<file path="config.mk">
export PLATFORM = sky130hd
export DESIGN_NAME = det_window_counter
export DESIGN_NICKNAME = d
export VERILOG_FILES = /design/src/rtl/det_window_counter.sv
export SDC_FILE = /design/constraint.sdc
export NUM_CORES = 1
export LEC_CHECK = 0
export CAP_MARGIN = 10
export CELL_PAD_IN_SITES_DETAIL_PLACEMENT = 0
export CELL_PAD_IN_SITES_GLOBAL_PLACEMENT = 1
export CORE_ASPECT_RATIO = 1.1
export CORE_MARGIN = 2
export CORE_UTILIZATION = 36
export DETAILED_ROUTE_END_ITERATION = 8
export GPL_ROUTABILITY_DRIVEN = 0
export PLACE_DENSITY_LB_ADDON = 0.1
export SYNTH_ARGS = -nofsm -noshare
export SYNTH_HDL_FRONTEND = slang
export SYNTH_SLANG_ARGS = --single-unit
export TNS_END_PERCENT = 100
</file>
<file path="constraint.sdc">
create_clock -name clk -period 2.1 [get_ports clk]
set_input_delay 0.21 -clock clk [delete_from_list [all_inputs] [get_ports clk]]
set_output_delay 0.21 -clock clk [all_outputs]
set_load 0.05 [all_outputs]
</file>
<file path="src/rtl/det_window_counter.sv">
// Counts detector match pulses over windows of WIN_LEN qualified bits and
// publishes each window count through a valid/ready holding register.
module det_window_counter #(
  parameter int WIN_LEN = 32,
  parameter int CNT_W   = 6,
  parameter int THRESH  = 4
) (
  input  logic             clk,
  input  logic             reset_n,
  input  logic             en,
  input  logic             det,
  input  logic             clr,
  input  logic             cnt_ready,
  output logic [CNT_W-1:0] cnt_out,
  output logic             cnt_valid,
  output logic             alarm,
  output logic             overrun
);

  localparam int BW = (WIN_LEN > 1) ? $clog2(WIN_LEN) : 1;
  localparam logic [BW-1:0]    LAST = BW'(WIN_LEN - 1);
  localparam logic [CNT_W-1:0] CMAX = '1;
  localparam logic [CNT_W-1:0] THR  = CNT_W'(THRESH);

  typedef enum logic {
    EMPTY = 1'b0,
    FULL  = 1'b1
  } state_e;

  state_e           state_q, state_d;
  logic [BW-1:0]    bit_q, bit_d;
  logic [CNT_W-1:0] evt_q, evt_d;
  logic [CNT_W-1:0] cnt_q, cnt_d;
  logic             alarm_q, alarm_d;
  logic             ovr_q, ovr_d;

  logic [CNT_W-1:0] evt_fin;
  logic             win_end;

  // Count including the current bit, saturating at the top.
  always_comb begin
    evt_fin = evt_q;
    if (det && (evt_q != CMAX)) begin
      evt_fin = evt_q + CNT_W'(1);
    end
  end

  assign win_end = en && (bit_q == LAST);

  always_comb begin
    state_d = state_q;
    bit_d   = bit_q;
    evt_d   = evt_q;
    cnt_d   = cnt_q;
    alarm_d = alarm_q;
    ovr_d   = ovr_q;

    if (en) begin
      bit_d = bit_q + BW'(1);
      evt_d = evt_fin;
    end

    unique case (state_q)
      EMPTY: begin
        if (win_end) begin
          state_d = FULL;
        end
      end
      FULL: begin
        if (cnt_ready && !win_end) begin
          state_d = EMPTY;
          alarm_d = 1'b0;
        end
        if (!cnt_ready && win_end) begin
          ovr_d = 1'b1;
        end
      end
      default: state_d = EMPTY;
    endcase

    if (win_end) begin
      bit_d   = '0;
      evt_d   = '0;
      cnt_d   = evt_fin;
      alarm_d = (evt_fin >= THR);
    end

    if (clr) begin
      state_d = EMPTY;
      bit_d   = '0;
      evt_d   = '0;
      cnt_d   = '0;
      alarm_d = 1'b0;
      ovr_d   = 1'b0;
    end
  end

  always_ff @(posedge clk or negedge reset_n) begin
    if (!reset_n) begin
      state_q <= EMPTY;
      bit_q   <= '0;
      evt_q   <= '0;
      cnt_q   <= '0;
      alarm_q <= 1'b0;
      ovr_q   <= 1'b0;
    end else begin
      state_q <= state_d;
      bit_q   <= bit_d;
      evt_q   <= evt_d;
      cnt_q   <= cnt_d;
      alarm_q <= alarm_d;
      ovr_q   <= ovr_d;
    end
  end

  assign cnt_out   = cnt_q;
  assign cnt_valid = (state_q == FULL);
  assign alarm     = alarm_q;
  assign overrun   = ovr_q;

endmodule
</file>
==> impl_results.md <==
* PD cells at between 500 and 600 nW/um2
* Die W at about 56 um
* Routing usage on met2 at a little over a quarter
* Post-synth EDFFs at 0
* Seq cells post-synth at 20
* Top FF cell, synth: dfrtp_1
* Leakage power at roughly 0.53 nW
* Routed length per instance at 14.7 um
* Status: finished clean
* Htree depth at 1
* Unrepaired setup endpoints after global routing: no
* Setup ws final at between 150 and 200 ps
* Initial Utilization at between 30% and 40%
* Cell variety after synth at 35
* CP Max Fanout at 10
* Post-detailed-route count of antenna-violating nets at 0
* Post-synth top area share at 46.8%
* Max Freq at ~520 MHz
* Minimum clock period at ~1900 ps
* Vias in the first global route at around 830
* CTS tree: done
* # clock sinks at 20
* Diode count at 0
* CP Cell Sequence: ha_1 > and3_1 > ha_1 > nand2b_1 > or3_1 > a31oi_1
* Residual DRC at 0
* Max cap viols at 0
* GR peak layer: met2
* CP startpoint kind: flop
* Placed cells at about 160
* Final TNS setup at 0 ps
* Die area at between 3000 and 4000 um2
* Router iterations before antenna repair at 4
* Place WS at 207 ps
* GRT Resource Usage Total at ~15%
* Largest net degree at the start of global routing at 21
* Critical path class: reg -> reg
* Yosys warning count at 0
* Hold_ws at roughly 240 ps
* Fin. max-slew vios at 0
* M1 GR Usage at around a fifth
* Initial antenna violation count at 0
* Power after layout at about 0.77 mW
* HP Class: in -> async
* Root Driver: clkbuf_4
* Clock transition at the registers of the reported paths at approximately 130 ps
* Number of port buffers at 14
* Synth Instances at 112
* Required time worst endpoint at about 2300 ps
* Slowest stage delay, CP at 440 ps
* Fin area at about 1300 um2
* Sequential share of the synthesized area at roughly 47%
* Worst Skew at 8.59 ps
* Global-route wire length before repair at 3.87 mm
* Max-slew headroom at between 40% and 50%
* Worst-Skew Late Latency at around 300 ps
* Net Count, Synth at approximately 120
* Slew at the pin closest to its max-slew limit at 755 ps
* Overflow after GRT at 0
* Fraction of layout cells with a size suffix above 1 at roughly 11%
* Core area at 2800 um2
* Hold buffer count at CTS at 0
* Initial DRC count at 22
* Hpwl dp at 1.65 mm
* Fin. Hold Viols at 0
* Ports at 15
* Synth top area cells: dfrtp_1 (47%), a21oi_1 (5.6%), nand2_1 (4.9%), nor2_1 (3.9%), ha_1 (3.5%)
* Critical path's most frequent cell: ha_1
* Non-filler cells, final at between 150 and 200
* Arr. time, crit path at approximately 2100 ps
* Cell area after synthesis at 1070 um2
* Die Span Y at 61.1 um
* Asr flop ratio synth at between 90% and 100%
* Aggregate routed wire length at ~2.3 mm
* Vias at 880
* Area after DPL at 1240 um2
* Setup violations, final at 0
* Detailed-route vias per instance at roughly 5.5
* TritonCTS Buffers at 3
* Grt met3 use at approximately 2.1%
* Post-layout util at ~46%
* Crit share post-route at between 90% and 100%
* Synth Area per Inst at 9.54 um2
* Worst vdd ir at 305 uV
* Post-CTS setup repair buffer count at 0
* CTS max path bufs at 2
* Slowest stage cell, crit path: dfrtp_1
* Post-synth top area cell: dfrtp_1
* CP endpoint kind: flop
* CTS resizes at 0
* Synth-to-layout area growth at 21.2%
* Core Rows at 20
* Nets at 136
[synthesized netlist by cell type (all sizes together), types with 2 or more instances]
master and number:
mux2i 2, a31oi 2, nand2 14, and3 2, nand4 3, nand2b 3
a21oi 12, o21ai 4, clkbuf 4, buf 3, ha 3, nand3b 3
a22oi 2, dfrtp 20, a211oi 3, a32oi 2, nand3 5, nor2 11
[flip-flops by register name, summed over array words and instances, names as in the netlist]
name       cells
overrun        1
alarm          1
bit_q          5
cnt_out        6
evt_q          6
cnt_valid      1
[area by class of cell]
| class | count | area [um2] |
|---|---|---|
| Multi-Input combinational cell | 84 | 534 |
| Fill cell | 284 | 1510 |
| Tap cell | 33 | 41.3 |
| Timing Repair Buffer | 17 | 163 |
| Clock buffer | 3 | 22.5 |
| Sequential cell | 20 | 500 |
| Clock inverter | 1 | 30.0 |
| Inverter | 1 | 3.75 |
[final timing paths]
path / slack (ps) / startpoint / endpoint / depth (start not counted)
max: 170 / bit_q[0] / evt_q[0] / 6
min: 240 / reset_n / cnt_out[2] / 2
max reg2reg: 170 / bit_q[0] / evt_q[0] / 6
min reg2reg: 530 / cnt_out[2] / cnt_out[2] / 2
max in group asynchronous: 1650 / reset_n / bit_q[3] / 2
min in group clk: 530 / cnt_out[2] / cnt_out[2] / 2
[per-layer routing]
| metal | part of all wire (%) | routed length (um) |
|---|---|---|
| met1 | 47 | 1100 |
| met2 | 49 | 1150 |
| met3 | 3.0 | 71 |
| met4 | 0.77 | 18 |
| met5 | 0 | 0 |
[cell usage in the layout, fill, tap and decap left out, types with 2 or more instances in the layout]
master	synthesis	layout
ha_1	3	3
clkdlybuf4s50_1	0	14
a21oi_1	12	12
a32oi_1	2	2
nand4_1	3	3
o21ai_1	2	2
nand2b_1	3	3
a31oi_1	2	2
a211oi_1	3	3
nand3_1	4	4
dfrtp_1	20	20
mux2i_1	2	2
nor2_1	11	11
a22oi_1	2	2
nand2_1	14	14
nand3b_1	3	3
clkbuf_4	0	3
buf_4	0	3
and3_1	2	2
[power breakdown]
| part | switching (mW) | total, mW | internal (mW) |
|---|---|---|---|
| clock | 0.126 | 0.319 | 0.193 |
| combinational | 0.0338 | 0.0567 | 0.0230 |
| sequential | 0.00681 | 0.397 | 0.390 |
| total | 0.167 | 0.773 | 0.606 |
[critical path: cells and delay by family (launching register included)]
family	cells	cell delay (ps)
AO/OA/AOI/OAI	1	160
adder cells (fa/ha/maj)	2	510
flip-flops	1	440
AND/OR/NAND/NOR	3	730
[kinds of logic (layout without fill, tap and decap cells)]
kind of cell	after synthesis	count (layout)	share of synthesized area [%]
compound gates	30	30	20.1
xor+xnor	1	1	0.820
fa+ha+maj	3	3	3.51
buf+inv	8	22	3.16
flops	20	20	46.8
mux	3	3	3.28
simple gates	47	47	22.2
(Power assumes the default switching activity.)
